`config.mk`:
```
export PLATFORM = sky130hd
export DESIGN_NAME = steering_ramp_controller
export DESIGN_NICKNAME = d
export VERILOG_FILES = /design/src/rtl/steer_pkg.sv /design/src/rtl/steer_sat_step.sv /design/src/rtl/steering_ramp_controller.sv
export SDC_FILE = /design/constraint.sdc
export NUM_CORES = 1
export LEC_CHECK = 0
export BUFFER_PORTS_ARGS = -buffer_cell sky130_fd_sc_hd__clkbuf_2
export CORE_MARGIN = 2
export CORE_UTILIZATION = 58
export DETAILED_ROUTE_END_ITERATION = 10
export HOLD_SLACK_MARGIN = 0.08
export PLACE_DENSITY_LB_ADDON = 0.2
export SYNTH_ARGS = -nofsm -noshare
export SYNTH_HDL_FRONTEND = slang
export SYNTH_HIERARCHICAL = 1
export SYNTH_SLANG_ARGS = --single-unit
```
`constraint.sdc`:
```
create_clock -name clk -period 5.68 [get_ports clk]
set_clock_uncertainty 0.1 [all_clocks]
set_input_delay 0.284 -clock clk [delete_from_list [all_inputs] [get_ports clk]]
set_output_delay 0.284 -clock clk [all_outputs]
set_load 0.05 [all_outputs]
```
`src/rtl/steer_pkg.sv`:
```
// Shared types and default constants for the lateral steering controller.
package steer_pkg;

    // Controller state, 2-bit encoding visible on steer_state
    typedef enum logic [1:0] {
        ST_IDLE     = 2'd0,
        ST_STEER_L  = 2'd1,
        ST_STEER_R  = 2'd2,
        ST_RECENTER = 2'd3
    } steer_state_e;

    // Button command decoded on a frame strobe
    typedef enum logic [1:0] {
        CMD_NONE = 2'd0,
        CMD_L    = 2'd1,
        CMD_R    = 2'd2,
        CMD_BOTH = 2'd3
    } steer_cmd_e;

    localparam int unsigned DEF_OFFSET_W    = 11;
    localparam int unsigned DEF_MAX_OFFSET  = 80;
    localparam int unsigned DEF_VEL_W       = 4;
    localparam int unsigned DEF_VMIN        = 1;
    localparam int unsigned DEF_VMAX        = 6;
    localparam int unsigned DEF_ACCEL       = 1;
    localparam int unsigned DEF_CENTER_RATE = 2;

    // Exclusive left/right decode; both or neither map to BOTH/NONE
    function automatic steer_cmd_e decode_cmd(input logic left, input logic right);
        case ({left, right})
            2'b10:   return CMD_L;
            2'b01:   return CMD_R;
            2'b11:   return CMD_BOTH;
            default: return CMD_NONE;
        endcase
    endfunction

endpackage

```
`src/rtl/steer_sat_step.sv`:
```
// Signed offset + delta computed one bit wider, then clamped to +/-MAX_OFFSET.
module steer_sat_step #(
    parameter int unsigned W          = 11,
    parameter int unsigned MAX_OFFSET = 80
) (
    input  logic signed [W-1:0] offset,
    input  logic signed [W-1:0] delta,
    output logic signed [W-1:0] result
);

    localparam logic signed [W:0] HI = (W+1)'(MAX_OFFSET);
    localparam logic signed [W:0] LO = -HI;

    logic signed [W:0] sum;

    // Widened add so the clamp sees the true sum before truncation
    always_comb begin
        sum = {offset[W-1], offset} + {delta[W-1], delta};
        if (sum > HI) begin
            result = W'(HI);
        end else if (sum < LO) begin
            result = W'(LO);
        end else begin
            result = W'(sum);
        end
    end

endmodule

```
`src/rtl/steering_ramp_controller.sv`:
```
// Per-frame lateral steering with velocity ramp and clamped offset.
// Optional auto-centering on release: define STEER_AUTOCENTER_EN.
module steering_ramp_controller #(
    parameter int unsigned OFFSET_W    = steer_pkg::DEF_OFFSET_W,
    parameter int unsigned MAX_OFFSET  = steer_pkg::DEF_MAX_OFFSET,
    parameter int unsigned VEL_W       = steer_pkg::DEF_VEL_W,
    parameter int unsigned VMIN        = steer_pkg::DEF_VMIN,
    parameter int unsigned VMAX        = steer_pkg::DEF_VMAX,
    parameter int unsigned ACCEL       = steer_pkg::DEF_ACCEL,
    parameter int unsigned CENTER_RATE = steer_pkg::DEF_CENTER_RATE
) (
    input  logic                       clk,
    input  logic                       reset,
    input  logic                       frame_pulse,
    input  logic                       left_btn,
    input  logic                       right_btn,
    output logic signed [OFFSET_W-1:0] lateral_offset,
    output logic        [VEL_W-1:0]    steer_vel,
    output logic        [1:0]          steer_state,
    output logic                       at_left_limit,
    output logic                       at_right_limit
);

    import steer_pkg::*;

    // Reject illegal parameter sets at elaboration
    if ((CENTER_RATE < 1) || (VMIN < 1) || (VMIN > VMAX) || (VMAX >= (1 << VEL_W)) ||
        ((MAX_OFFSET + VMAX) >= (1 << (OFFSET_W - 1)))) begin : g_bad_params
        $error("steering_ramp_controller: illegal parameter combination");
    end

    localparam logic signed [OFFSET_W-1:0] MAX_S   = OFFSET_W'(MAX_OFFSET);
    localparam logic        [VEL_W:0]      VMAX_X  = (VEL_W+1)'(VMAX);
    localparam logic        [VEL_W:0]      ACCEL_X = (VEL_W+1)'(ACCEL);
`ifdef STEER_AUTOCENTER_EN
    localparam logic signed [OFFSET_W-1:0] CR_S    = OFFSET_W'(CENTER_RATE);
`endif

    steer_state_e               state_q;
    steer_cmd_e                 cmd;
    logic        [VEL_W:0]      vel_sum;
    logic        [VEL_W-1:0]    vel_ramp;
    logic        [VEL_W-1:0]    vel_n;
    logic signed [OFFSET_W-1:0] delta;
    logic signed [OFFSET_W-1:0] step_result;

    // Button decode for the current strobe
    always_comb begin
        cmd = decode_cmd(left_btn, right_btn);
    end

    // Next velocity: restart at VMIN on a new direction, else ramp to VMAX
    always_comb begin
        vel_sum  = (VEL_W+1)'(steer_vel) + ACCEL_X;
        vel_ramp = (vel_sum > VMAX_X) ? VEL_W'(VMAX) : VEL_W'(vel_sum);
        if (((cmd == CMD_L) && (state_q == ST_STEER_L)) ||
            ((cmd == CMD_R) && (state_q == ST_STEER_R))) begin
            vel_n = vel_ramp;
        end else begin
            vel_n = VEL_W'(VMIN);
        end
    end

    // Signed step applied to the offset by the shared saturating adder
    always_comb begin
        delta = '0;
        case (cmd)
            CMD_L: delta = -OFFSET_W'(vel_n);
            CMD_R: delta = OFFSET_W'(vel_n);
`ifdef STEER_AUTOCENTER_EN
            CMD_NONE: begin
                if (lateral_offset > CR_S) begin
                    delta = -CR_S;
                end else if (lateral_offset < -CR_S) begin
                    delta = CR_S;
                end else begin
                    delta = -lateral_offset;
                end
            end
`endif
            default: delta = '0;
        endcase
    end

    steer_sat_step #(
        .W          (OFFSET_W),
        .MAX_OFFSET (MAX_OFFSET)
    ) u_sat_step (
        .offset (lateral_offset),
        .delta  (delta),
        .result (step_result)
    );

    // State, velocity and offset registers; only strobe cycles update
    always_ff @(posedge clk) begin
        if (reset) begin
            lateral_offset <= '0;
            steer_vel      <= '0;
            state_q        <= ST_IDLE;
        end else if (frame_pulse) begin
            case (cmd)
                CMD_L: begin
                    lateral_offset <= step_result;
                    steer_vel      <= vel_n;
                    state_q        <= ST_STEER_L;
                end
                CMD_R: begin
                    lateral_offset <= step_result;
                    steer_vel      <= vel_n;
                    state_q        <= ST_STEER_R;
                end
                CMD_NONE: begin
                    steer_vel <= '0;
`ifdef STEER_AUTOCENTER_EN
                    lateral_offset <= step_result;
                    state_q        <= (step_result != '0) ? ST_RECENTER : ST_IDLE;
`else
                    state_q        <= ST_IDLE;
`endif
                end
                default: begin
                    lateral_offset <= lateral_offset;
                end
            endcase
        end
    end

    // Limit flags decode the registered offset directly
    always_comb begin
        steer_state    = state_q;
        at_left_limit  = (lateral_offset == -MAX_S);
        at_right_limit = (lateral_offset == MAX_S);
    end

endmodule

```
==> Word-level counts from Yosys, hierarchy flattened <==
Index checks and enable logic that the tools add are counted.
{ "totals": {"regBits": 17, "output_inout_bits": 19, "wordCells": 36, "in_bits": 5} }
{ "classes": {"n_eq_ne": 9, "n_addsub": 3, "reduce_logical": 10, "mux": 8, "n_lt_le_gt_ge": 3} }
{ "op_table": {"columns": ["op", "count"], "rows": [
  ["equality test 11 x 8 -> 1 bit (second input constant)", 2],
  ["2-to-1 mux 11 bit", 2],
  ["one-hot mux 11 bit (2 select lines)", 1],
  ["adder 11 x 11 -> 12 bit", 1],
  ["> comparator 12 x 8 -> 1 bit (second input constant)", 1],
  ["< comparator 12 x 8 -> 1 bit (second input constant)", 1],
  ["one-hot mux 2 bit (3 select lines)", 2],
  ["negation 4 -> 11 bit", 1],
  ["equality test 2 bit (second input constant)", 4],
  ["2-to-1 mux 4 bit", 2],
  ["one-hot mux 4 bit (2 select lines)", 1],
  ["equality test 2 x 1 -> 1 bit (second input constant)", 3],
  ["AND reduction 2 bit", 3],
  ["adder 4 x 1 -> 5 bit (second input constant)", 1],
  ["> comparator 5 x 3 -> 1 bit (second input constant)", 1],
  ["nonzero test 3 bit", 1],
  ["logical AND 1 bit", 2],
  ["zero test 2 bit", 1],
  ["nonzero test 2 bit", 1],
  ["OR reduction 2 bit", 1],
  ["logical OR 1 bit", 1]
]} }

==> Depth between registers and ports, before layout <==
{ "depth": {"word_depth": 12, "ltp_mapped": 20, "ltp_nobuf": 20} }

==> Modules after synthesis <==
The synthesis kept the hierarchy.
{ "modules_own_cells": {"columns": ["module", "seq_area_each_um2", "area_each_um2", "instances", "cells_each"], "rows": [
  ["steering_ramp_controller", 340.3, 1014.7, 1, 129],
  ["steer_sat_step", 0.0, 725.7, 1, 98]
]} }

==> Least setup slack after synthesis <==
Ideal clock, no wire load.
{ "synth_path": {"path_kind": "reg-to-reg", "start": "register steer_vel[0]", "end": "register lateral_offset[4]", "synth_period_minus_slack_ns": 4.712, "path_buffers": 1, "path_slack_ns": 0.968, "t_required_ns": 5.448, "setup_time_ns": 0.132, "arrival_time_ns": 4.480, "path_stages_with_launch": 20, "path_cell_list": "dfxtp_1 -> ha_1 -> xnor2_1 -> nor3_2 -> o31a_4 -> ha_1 -> nand3b_1 -> a311o_2 -> o31a_1 -> nand2_1 -> ha_1 -> a21o_1 -> a221oi_4 -> o2111a_1 -> nor3_1 -> or4_1 -> clkbuf_1 -> o32a_1 -> nand2_1 -> a21oi_1"} }
{ "synth_via": {"elab_chain_cells": 10, "word_cells_on_any_way": 11, "cone_classes": "add/sub: 3; order compare: 3; mux: 5"} }
{ "synth_lines": {"columns": ["item", "line", "rtl"], "rows": [
  ["start, declared", "steering_ramp_controller.sv:18", "output logic [VEL_W-1:0] steer_vel,"],
  ["start signal, assigned", "steering_ramp_controller.sv:104", "steer_vel <= vel_n;"],
  ["start signal, assigned", "steering_ramp_controller.sv:109", "steer_vel <= vel_n;"],
  ["adder 4 x 1 -> 5 bit *", "steering_ramp_controller.sv:54", "vel_sum = (VEL_W+1)'(steer_vel) + ACCEL_X;"],
  ["> comparator 5 x 3 -> 1 bit", "steering_ramp_controller.sv:55", "vel_ramp = (vel_sum > VMAX_X) ? VEL_W'(VMAX) : VEL_W'(vel_sum);"],
  ["2-to-1 mux 4 bit *", "steering_ramp_controller.sv:55", null],
  ["2-to-1 mux 4 bit *", "steering_ramp_controller.sv:56", "if (((cmd == CMD_L) && (state_q == ST_STEER_L)) ||"],
  ["negation 4 -> 11 bit", "steering_ramp_controller.sv:68", "CMD_L: delta = -OFFSET_W'(vel_n);"],
  ["one-hot mux 11 bit (2 select lines) *", "steering_ramp_controller.sv:67", "case (cmd)"],
  ["named net delta[2]", "steering_ramp_controller.sv:44", "logic signed [OFFSET_W-1:0] delta;"],
  ["adder 11 x 11 -> 12 bit *", "steer_sat_step.sv:18", "sum = {offset[W-1], offset} + {delta[W-1], delta};"],
  ["< comparator 12 x 8 -> 1 bit", "steer_sat_step.sv:21", "end else if (sum < LO) begin"],
  ["2-to-1 mux 11 bit", "steer_sat_step.sv:21", null],
  ["2-to-1 mux 11 bit *", "steer_sat_step.sv:19", "if (sum > HI) begin"],
  ["named net step_result[4]", "steering_ramp_controller.sv:45", "logic signed [OFFSET_W-1:0] step_result;"],
  ["end signal, assigned", "steering_ramp_controller.sv:103", "lateral_offset <= step_result;"],
  ["end signal, assigned", "steering_ramp_controller.sv:108", "lateral_offset <= step_result;"],
  ["end signal, assigned", "steering_ramp_controller.sv:122", "lateral_offset <= lateral_offset;"],
  ["end, declared", "steering_ramp_controller.sv:17", "output logic signed [OFFSET_W-1:0] lateral_offset,"]
]} }
The timed path passes the listed nets; every way through them passes the cells marked *.
A chain may end at the register's enable or synchronous reset.

==> Worst setup path in the final report <==
{ "layout_path": {"start": "register steer_vel[0]", "end": "register lateral_offset[2]"} }
The elaborated chain is that of the path after synthesis.

==> results.ini <==
[pwr]
total_power_mw=0.315
power.switching_mw=0.122
peakVddDrop_uv=132
p_sw_frac=0.388
p_seq_frac=0.417
combPwrFrac=0.382
pwr-share-clk=0.200
p_leak_nw=0.852
powerDensity_mw_per_mm2=167
p_int_mw=0.193

[timing]
finalSetupViolCount=0
min_period_ns=4.84
worstMarginPinSlew_ns=0.502
fin_tns_setup_ns=0
maxSlewHeadroom=0.665
hold_violations=0
fmax_mhz=207
finalMaxSlewViolations=0
grt_setup_unrepaired=false
layout_setup_ws_ns=0.845
fin_crit_sh=0.851

[logic_synthesis]
yosysMostFrequentCell=nand2_1
synth_area_sq_mm=0.00174
ys_seq_elements=17
synth-async-reset-ratio=0
synth_flop_cell=dfxtp_1
ys_warn_count=6
seq_area_frac_synth=0.196
synth_area_per_cell_sq_um=7.67
synth_edf_count=0
synth_common_cells=42 x nand2_1, 23 x a21oi_1, 19 x ha_1, 17 x dfxtp_1, 12 x nor2_1
syn-instance-count=227
synth_fp_nets=252
synth_area_leaders=dfxtp_1 20%, ha_1 14%, nand2_1 9.1%
yosys.area.top_type=dfxtp_1
yosysTopAreaCellShare=0.196
yosysUniqueCellTypes=61

[global_route]
grt_pass1_vias=1426
gr-total-overflow=0
grt_max_degree=20
grtUsageTotal=0.245
antenna_found_initial=0
grt_pass1_wl_mm=6.67

[drt]
dr.pass1.iters=7
totalWireLength_mm=4.00
via_per_inst=6.13
drc=1
final_antenna_net_count=0
drt_iter0_markers=103
routedWlPerCell_um=14.5
vias=1686

[final_layout]
fin_nets=270
fin_util=0.670
multi_input_area_sq_mm=0.00132
diodes=0
register_area_sq_um=340
drive_gt1_frac=0.160
fin_cells=275
n_fill_cell=254
synthToLayoutAreaGrowth_pct=8.05

[die]
num_rows=19
dieArea_sq_mm=0.00346
coreArea_sq_mm=0.00281
initial_core_util=0.620
fp.dieW_um=58.8
io_pins=24
fp.dieH_um=58.8

[cts]
cts-buffers-inserted=3
htree_levels=1
clk_pin_slew_ns=0.10
cts.sinks=17
postCtsHoldBufs=0
post-cts-setup-buffers=0
clkLatencyLatePin_ns=0.28
cts_tree=yes
root_buffer=clkbuf_4
cts.repair.resized=0
cts_buffer_depth=2

[critical_path]
cp_slowest_cell=dfxtp_1
worstPathArrival_ns=4.95
crit_path_start_kind=flop
critical-path-top-cell-by-count=ha_1
end_kind=flop
required_ns=5.79
crit_path_max_fanout=9
path_cells=ha_1, xnor2_1, nor3_2, o31a_4, ha_1, nand3b_1, a311o_2, o31a_1, nand2_1, ha_1, a21o_1, a221oi_4, nor3_1, or3_1, or3_1, o32ai_1, nand2_1, a21oi_1
worst-setup-path-type=reg2reg
crit_path_max_incr_delay_ns=0.52

[hold_path]
min-delay-path-class=in2reg

[placed_design]
hpwl_mm=3.13
placedCellCount=271
io_buffer_count=23
gp_congestion=0.849
dpl_worst_slack_ns=0.918

[flow_run]
maxCapViolCount=0

[status]
status=finished with violations
violations=DRC

-- metal layers --
metal | track usage | up-vias | routed length (um)
met1 | 0.398 | 773 | 2060
met5 | 0 | - | 0
met3 | 0.0286 | 2 | 227
met2 | 0.338 | 46 | 1690
met4 | 0.0552 | 0 | 15
li1 | - | 865 | -
-- registers in the layout, summed over array words and instances (netlist names) --
signal,flops
lateral_offset,11
steer_state,2
steer_vel,4
-- power by group through the flow --
stage	Sequential [mW]	Clock, mW	Combinational [mW]
3_3_place_gp	0.134	0	0.117
5_1_grt	0.132	0.0680	0.132
2_1_floorplan	0.148	0	0.0809
4_1_cts	0.131	0.0633	0.119
6_report	0.131	0.0630	0.120
3_5_place_dp	0.134	0	0.118
-- final cells by class --
class | instances | area share
inverters | 12 | 0.0240
multi-input cells | 188 | 0.699
clock buffers | 4 | 0.0140
flip-flops and latches | 17 | 0.181
repair buffers | 23 | 0.0612
well taps | 31 | 0.0206
-- per-stage QoR --
step,hold WS [ns],cell area [sq um]
after floorplan,0.391,1740
after detailed placement,0.394,1850
final,0.329,1880
after global placement,0.391,1850
after global routing,0.350,1880
after CTS,0.331,1880
-- cells by family (layout without fill, tap and decap cells) --
family	Yosys count	in the layout	synth area share
mux	1	1	0.00575
other cells	1	1	0.00215
simple gates	92	92	0.260
fa+ha+maj	20	20	0.148
xor+xnor	10	10	0.0503
buf+inv	22	39	0.0489
compound gates	64	64	0.289
flops	17	17	0.196
-- worst max-delay path, delay by kind of cell (launching register included) --
kind | cells | cell delay (ns)
adders and majority gates | 3 | 0.76
and+or+nand+nor | 7 | 1.41
DFF | 1 | 0.52
AOI/OAI and AO/OA | 7 | 1.79
xor gates and xnor gates | 1 | 0.18
-- path summary, 6_finish.rpt --
path,start,to,slack (ns),cells after the start
worst min-delay path,reset,lateral_offset[0]$_SDFFE_PP0P_,0.33,2
worst max-delay path,steer_vel[0]$_SDFFE_PP0P_,lateral_offset[2]$_SDFFE_PP0P_,0.84,18
worst min register to register,lateral_offset[0]$_SDFFE_PP0P_,lateral_offset[0]$_SDFFE_PP0P_,0.41,2
worst max register to register,steer_vel[0]$_SDFFE_PP0P_,lateral_offset[2]$_SDFFE_PP0P_,0.84,18
-- cell usage in the layout, fill, tap and decap left out, drive strengths merged, types with 2 or more instances in the layout --
| master | count |
|---|---|
| a21o | 5 |
| and3 | 4 |
| nand3b | 4 |
| nor2 | 12 |
| o41ai | 3 |
| a21oi | 24 |
| clkbuf | 27 |
| a31o | 3 |
| o21ai | 3 |
| nor3b | 2 |
| nor4 | 2 |
| inv | 11 |
| nand3 | 2 |
| o31a | 2 |
| nor2b | 2 |
| o32ai | 4 |
| nor3 | 9 |
| xnor2 | 5 |
| nand2 | 42 |
| o311ai | 2 |
| dfxtp | 17 |
| and2 | 3 |
| nand2b | 2 |
| o221ai | 2 |
| o21a | 2 |
| ha | 19 |
| or3 | 2 |
| xor2 | 5 |
No activity file was read; power rests on OpenSTA's default activity.
